--- config.mk ---
export PLATFORM = sky130hd
export DESIGN_NAME = serial_tx_flat
export DESIGN_NICKNAME = d
export VERILOG_FILES = /design/src/rtl/serial_defs.sv /design/src/rtl/serial_tx_if.sv /design/src/rtl/serial_bit_timer.sv /design/src/rtl/serial_tx.sv /design/src/flat_wrapper.sv
export SDC_FILE = /design/constraint.sdc
export NUM_CORES = 1
export LEC_CHECK = 0
export CORE_MARGIN = 2
export CORE_UTILIZATION = 25
export CTS_BUF_LIST = sky130_fd_sc_hd__clkbuf_4
export CTS_CLUSTER_DIAMETER = 80
export CTS_CLUSTER_SIZE = 10
export DETAILED_ROUTE_END_ITERATION = 10
export GPL_ROUTABILITY_DRIVEN = 0
export PLACE_DENSITY = 0.49
export SLEW_MARGIN = 20
export SYNTH_ARGS = -nofsm -noshare
export SYNTH_HDL_FRONTEND = slang
export SYNTH_HIERARCHICAL = 1
export SYNTH_SLANG_ARGS = --single-unit
--- constraint.sdc ---
create_clock -name clk -period 2.04 [get_ports clk]
set_input_delay 0.408 -clock clk [delete_from_list [all_inputs] [get_ports clk]]
set_output_delay 0.408 -clock clk [all_outputs]
set_load 0.05 [all_outputs]
--- src/rtl/serial_defs.sv ---
// Shared definitions for the serial link: FSM state encodings, line levels
// and a counter-width helper used by both the transmitter and the receiver.
package serial_defs;

    typedef enum logic [1:0] {
        IDLE  = 2'd0,
        START = 2'd1,
        DATA  = 2'd2,
        STOP  = 2'd3
    } state_t;

    localparam logic LINE_IDLE = 1'b1;
    localparam logic START_BIT = 1'b0;
    localparam logic STOP_BIT  = 1'b1;

    // Width needed to count 0..range-1, never less than one bit.
    function automatic int cnt_width(input int range);
        return (range > 1) ? $clog2(range) : 1;
    endfunction

endpackage

--- src/rtl/serial_tx_if.sv ---
// Load-side handshake for the serial transmitter.
// A word transfers on a rising edge where load_valid && load_ready; the
// sender holds load_valid and din stable until that edge.
interface serial_tx_if #(
    parameter int DATA_W = 8
);
    logic [DATA_W-1:0] din;
    logic              load_valid;
    logic              load_ready;

    modport master (output din, output load_valid, input load_ready);
    modport slave  (input din, input load_valid, output load_ready);
endinterface

--- src/rtl/serial_bit_timer.sv ---
// Bit-period timer: counts 0..CLKS_PER_BIT-1 while run is high and pulses
// bit_end on the terminal count. Held at zero whenever run is low.
module serial_bit_timer
    import serial_defs::*;
#(
    parameter int CLKS_PER_BIT = 4
) (
    input  logic clk,
    input  logic rst,
    input  logic run,
    output logic bit_end
);
    localparam int CNT_W = cnt_width(CLKS_PER_BIT);
    localparam logic [CNT_W-1:0] LAST = CNT_W'(CLKS_PER_BIT - 1);

    logic [CNT_W-1:0] cnt;

    assign bit_end = run && (cnt == LAST);

    always_ff @(posedge clk) begin
        if (rst || !run) begin
            cnt <= '0;
        end else if (cnt == LAST) begin
            cnt <= '0;
        end else begin
            cnt <= cnt + 1'b1;
        end
    end
endmodule

--- src/rtl/serial_tx.sv ---
// Parallel-in, serial-out frame transmitter: start bit, DATA_W data bits
// LSB first, stop bit, each held CLKS_PER_BIT clocks. Line idles high.
module serial_tx
    import serial_defs::*;
#(
    parameter int DATA_W       = 8,
    parameter int CLKS_PER_BIT = 4
) (
    input  logic        clk,
    input  logic        rst,
    serial_tx_if.slave  load,
    output logic        txd,
    output logic        busy,
    output logic        done,
    output state_t      dbg_state
);
    localparam int IDX_W = cnt_width(DATA_W);
    localparam logic [IDX_W-1:0] LAST_IDX = IDX_W'(DATA_W - 1);

    state_t            state;
    logic [DATA_W-1:0] shreg;
    logic [DATA_W-1:0] shreg_next;
    logic [IDX_W-1:0]  bit_idx;
    logic              bit_end;

    assign load.load_ready = (state == IDLE);
    assign dbg_state       = state;
    assign shreg_next      = shreg >> 1;

    serial_bit_timer #(
        .CLKS_PER_BIT(CLKS_PER_BIT)
    ) u_timer (
        .clk     (clk),
        .rst     (rst),
        .run     (state != IDLE),
        .bit_end (bit_end)
    );

    always_ff @(posedge clk) begin
        if (rst) begin
            state   <= IDLE;
            shreg   <= '0;
            bit_idx <= '0;
            txd     <= LINE_IDLE;
            busy    <= 1'b0;
            done    <= 1'b0;
        end else begin
            done <= 1'b0;
            case (state)
                IDLE: begin
                    if (load.load_valid) begin
                        shreg <= load.din;
                        state <= START;
                        txd   <= START_BIT;
                        busy  <= 1'b1;
                    end
                end
                START: begin
                    if (bit_end) begin
                        state   <= DATA;
                        bit_idx <= '0;
                        txd     <= shreg[0];
                    end
                end
                DATA: begin
                    if (bit_end) begin
                        if (bit_idx == LAST_IDX) begin
                            state <= STOP;
                            txd   <= STOP_BIT;
                        end else begin
                            // Next bit comes from the shifted word, so txd and shreg move together.
                            shreg   <= shreg_next;
                            txd     <= shreg_next[0];
                            bit_idx <= bit_idx + 1'b1;
                        end
                    end
                end
                STOP: begin
                    if (bit_end) begin
                        state <= IDLE;
                        busy  <= 1'b0;
                        done  <= 1'b1;
                    end
                end
                default: state <= IDLE;
            endcase
        end
    end
endmodule

--- src/flat_wrapper.sv ---
// flat-port wrapper written by rule: the top's interface ports become plain ports
module serial_tx_flat import serial_defs::*;
#(
    parameter int DATA_W       = 8,
    parameter int CLKS_PER_BIT = 4
)
  (clk, rst, txd, busy, done, dbg_state, load_din, load_load_valid, load_load_ready);
  serial_tx_if #(.DATA_W(DATA_W)) load_i ();
  input  logic clk;
  input  logic rst;
  output logic txd;
  output logic busy;
  output logic done;
  output state_t dbg_state;
  input wire logic [$bits(load_i.din)-1:0] load_din;
  input wire logic [$bits(load_i.load_valid)-1:0] load_load_valid;
  output wire logic [$bits(load_i.load_ready)-1:0] load_load_ready;
  assign load_i.din = load_din;
  assign load_i.load_valid = load_load_valid;
  assign load_load_ready = load_i.load_ready;
  serial_tx #(.DATA_W(DATA_W), .CLKS_PER_BIT(CLKS_PER_BIT)) u_core (.clk(clk), .rst(rst), .load(load_i), .txd(txd), .busy(busy), .done(done), .dbg_state(dbg_state));
endmodule
After elaboration in Yosys (flattened, before gate mapping). Index checks and enable logic that the tools add are counted.

Flip-flop bits (word level): 18. Input port bits: 11. Output and inout bits: 6. Logic and storage cells: 60.

Add/subtract/negate cells: 2. Eq/ne operators: 11. Multiplexer cells: 23. Bitwise operators: 1. Reduce and logical (&&, ||, !) cells: 16.

Operators with widths (number): $mux W8 (3); $pmux W8 S2 (1); $reduce_and A4 Y1 (3); $mux W2 (5); $mux W3 (3); $ne A2 B1 Y1 const B (4); $pmux W2 S4 (1); $reduce_bool A2 Y1 (4); $mux W1 (7); $eq A2 B2 Y1 const B (3); $pmux W3 S2 (1); $reduce_and A5 Y1 (1); $ne A2 B2 Y1 const B (2); $reduce_or A2 Y1 (2); $add A3 B1 Y3 const B (1); $eq A3 B3 Y1 const B (1); $pmux W1 S3 (1); $reduce_and A3 Y1 (1); $reduce_bool A3 Y1 (1); $add A2 B1 Y2 const B (1); $eq A2 B1 Y1 const B (1); $logic_not A2 Y1 (1); $pmux W1 S2 (1); $logic_and A1 B1 Y1 (1); 3 further kinds (3).

Logic depth before layout (Yosys ltp).
Depth after elaboration: 4. Gate-level depth with buffers: 8. Mapped depth without buffers: 7.

By module. Netlist, hierarchy kept.

Modules (own cells, without submodules): serial_tx (times used 1, cells each 95, area an instance 935.9 µm², seq. area each 320.3 µm²); serial_bit_timer (times used 1, cells each 6, area an instance 86.3 µm², seq. area each 40.0 µm²).

Worst setup path before layout. No wires, ideal clock.

Path type: reg-to-reg. Start: reg u_core.state[0], in the netlist u_core/dbg_state[0]. End: reg u_core.txd. Setup time: 122 ps. Arrival time: 2511 ps. Data required time: 1918 ps. Slack: -593 ps. Cell stages (with the launch flop): 8. Buffers on the path: 0. Period minus slack after synthesis: 2633 ps. Path through: dfxtp_1 inv_1 ha_1 inv_1 and2_1 o21ba_4 or3_1 a221o_1.

Elaborated cells on any way between the ends: 11. Classes of those cells: eq/ne: 5; mux: 1; reduce/logical: 5.

RTL lines: start, declared (RTL line serial_tx.sv:20) `state_t state;`; start signal, assigned (RTL line serial_tx.sv:41) `state <= IDLE;`; start signal, assigned (RTL line serial_tx.sv:53) `state <= START;`; start signal, assigned (RTL line serial_tx.sv:60) `state <= DATA;`; $logic_not A2 Y1 *; named net load_load_ready (RTL line flat_wrapper.sv:17) `output wire logic [$bits(load_i.load_ready)-1:0] load_load_ready;`; $ne A2 B2 Y1 (no line) or $reduce_bool A3 Y1 (tied branches); $reduce_and A4 Y1 (no line); end signal, assigned (RTL line serial_tx.sv:62) `txd <= shreg[0];`; end signal, assigned (RTL line serial_tx.sv:73) `txd <= shreg_next[0];`; end, declared (RTL line serial_tx.sv:12) `output logic txd,`.

The timed path passes the listed nets; every way through them passes the cells marked *. A chain may end at the register's enable or synchronous reset.

Worst setup path in the final report.
Start: reg u_core.state[0], in the netlist u_core/dbg_state[0]. End: reg u_core.shreg[1].

Word-level cells in the longest chain between the ends: 4. Elaborated cells on any way between the ends: 10. Classes of those cells: eq/ne: 4; mux: 1; reduce/logical: 5.

RTL lines: $reduce_bool A2 Y1 (RTL line serial_tx.sv:35) `.run (state != IDLE),`; $logic_and A1 B1 Y1 (RTL line serial_bit_timer.sv:18) `assign bit_end = run && (cnt == LAST);`; named net u_core.bit_end (RTL line serial_tx.sv:24) `logic bit_end;`; $ne A2 B1 Y1 (no line); $reduce_and A4 Y1 (no line); end signal, assigned (RTL line serial_tx.sv:52) `shreg <= load.din;`; end signal, assigned (RTL line serial_tx.sv:72) `shreg <= shreg_next;`; end, declared (RTL line serial_tx.sv:21) `logic [DATA_W-1:0] shreg;`.

The timed path passes the listed nets, and every way through them passes these cells.

==> impl_metrics.yaml <==
run_status:
  status: "finished clean"
worst_setup_path:
  slowest_stage: "dfxtp_4"
  endpoint_kind: "register"
  crit_type: "register to register"
  crit_buf_inv: 2
  critPathTopFamily: "compound AO/OA/AOI/OAI gates"
  crit_path_frequent_cell: "inv_1"
  crit_fanout: 8
  worstPathArrival_ns: 2.12
  worstPathRequired_ns: 2.24
  path_depth: 7
  cpPeakStageDelay_ns: 0.39
  ff2ff_path_depth: 7
  cp_cell_sequence: "inv_1 -> ha_4 -> inv_1 -> and2_4 -> nand3b_1 -> a21o_2 -> a31o_2"
  startpoint_type: "register"
grt:
  grt_first_pass_wirelength_mm: 3.93
  grt_overflow: 0
  grt_max_degree: 15
  grtUsageTotal_pct: 11.3
  antenna_found_initial: 0
  first_global_vias: 841
yosys:
  synthTopCellsByArea: "dfxtp_1, ha_1, mux2i_1"
  yosysWarnings: 6
  syn-instance-count: 101
  ys_async_sr_fraction_pct: 0
  synth_edf_count: 0
  synth_ff_type: "dfxtp_1"
  syn-num-nets: 122
  ys_seq_elements: 18
  synth_common_cells: "dfxtp_1, ha_1, mux2i_1"
  synth_top_area_share_pct: 35.3
  netlist_area_um2: 1020
  syn_area_per_cell_um2: 10.1
  yosysSeqAreaShare_pct: 35.3
  post-synth-top-count-cell: "dfxtp_1"
  ys_types: 31
  synth_top_cell_by_area: "dfxtp_1"
drt:
  dr.pass1.iters: 4
  wl_met1_mm: 1.15
  met2_wirelength_um: 977
  wl_per_cell_um: 13.3
  top_layer: "met4"
  wl_met3_um: 90
  finalWirelength_mm: 2.24
  avgViaCountPerCell: 4.89
  drt-initial-drc-count: 14
  antenna_left: 0
  routed-via-count: 821
  drc: 0
clock_tree:
  clockRootBuffer: "clkbuf_4"
  cts_tree: "done"
  cts_setup_buffers: 0
  clkSinkCount: 18
  worstSkewPairLatency_ns: 0.30
  cts_buffer_depth: 2
  cts_max_level: 1
  cts_buffers: 3
  cts.clk_slew.worst_paths_ns: 0.10
sta:
  relSlewSlack_pct: 54.3
  timing.final.crit_share_pct: 94.4
  finalSetupTns_ns: 0
  hold_violations: 0
  setup_violations: 0
  fmax_ghz: 0.519
  rsz0062_at_grt: "yes"
  clock_skew_ns: 0.00521
  period_minus_slack_ns: 1.93
  worst-slew-pin-transition_ns: 0.685
  holdWs_ns: 0.455
  maxSlewViolCount: 0
placed_design:
  port_buffers: 16
  hpwl_mm: 1.69
die:
  coreArea_um2: 3970
  rows: 23
  die_area_um2: 4620
  die_h_um: 67.9
  die_x_um: 67.9
  ioPinCount: 17
  initial_utilization_pct: 25.7
layout:
  n_antenna_cell: 0
  layout-drive-gt1-share_pct: 20.3
  nets: 140
  area_growth_pct: 25.7
min_path:
  hold_path_depth: 1
  min-delay-path-class: "register to register"
flow_run:
  maxCapViolCount: 0
power_and_ir_drop:
  p_leak_nw: 0.491
  irDropWorstVdd_mv: 0.423
  power.density_nw_per_um2: 1360
repair_timing:
item	CTS	global route
hold buffers	0	0
endpoints found under the setup margin	0	7
gates resized for setup	0	6
final cells by class:
class,count,area (µm²)
fill,438,2690
multi-input combinational,73,637
sequential,18,368
timing repair buffer,18,173
tap,50,62.6
clock buffer,3,22.5
inverter,5,18.8
clock inverter,1,3.75
layout by cell type, fill, tap and decap left out, drive strengths merged:
cell type,instances
o21bai,1
nand2,5
nor4b,1
dfxtp,18
clkinv,1
a221o,1
nand4b,2
o221a,1
and2,1
o21ba,1
inv,5
nor2,2
nor3,1
or3,2
o21ai,3
mux2i,9
a2111oi,8
a21oi,5
or2,1
a21o,1
clkdlybuf4s50,15
ha,10
nand2b,2
and3,1
o211a,1
and4bb,1
a31o,7
nand3b,2
clkbuf,3
buf,3
nor2b,1
o211ai,3
per-stage QoR:
step	instances	power [W]	utilization, %	instance area, µm²	setup slack, ns
after floorplan	101	0.00135	-	1040	0.0497
after global placement	164	0.00156	31.5	1250	0.0934
after detailed placement	164	0.00156	31.5	1250	0.0866
after CTS	168	0.00176	32.2	1280	0.107
after global routing	168	0.00190	32.4	1280	-0.0227
final	168	0.00175	32.4	1280	0.114
registers in the layout, summed over array words and instances, names as in the netlist:
name,flops
u_core/bit_idx,3
u_core/busy,1
u_core/dbg_state,2
u_core/done,1
u_core/shreg,8
u_core/txd,1
u_core/u_timer/cnt,2
kinds of logic after synthesis:
| kind of cell | Yosys count | share of synthesized area, % |
|---|---|---|
| compound gates | 32 | 25.1 |
| simple gates | 22 | 14.0 |
| flops | 18 | 35.3 |
| buf+inv | 10 | 4.65 |
| fa+ha+maj | 10 | 12.2 |
| mux | 9 | 8.81 |
final timing paths:
kind                               startpoint  slack (ns)                          endpoint
max reg2reg  u_core/dbg_state[0]$_SDFFE_PP0P_        0.11      u_core/shreg[1]$_SDFFE_PP0P_
min          u_core/u_timer/cnt[0]$_SDFF_PP0_        0.46  u_core/u_timer/cnt[0]$_SDFF_PP0_
max          u_core/dbg_state[0]$_SDFFE_PP0P_        0.11      u_core/shreg[1]$_SDFFE_PP0P_
min reg2reg  u_core/u_timer/cnt[0]$_SDFF_PP0_        0.46  u_core/u_timer/cnt[0]$_SDFF_PP0_
power breakdown:
group | internal [W] | switching [W]
Clock | 0.0000713 | 0.000117
Sequential | 0.000483 | 0.0000889
Combinational | 0.000429 | 0.000564
routing by layer:
metal	vias up	global-route usage [%]
met5	-	0
met4	0	3.75
met3	2	3.78
met2	15	16.7
met1	381	15.2
li1	423	-
Power figures use the tool's default switching activity.
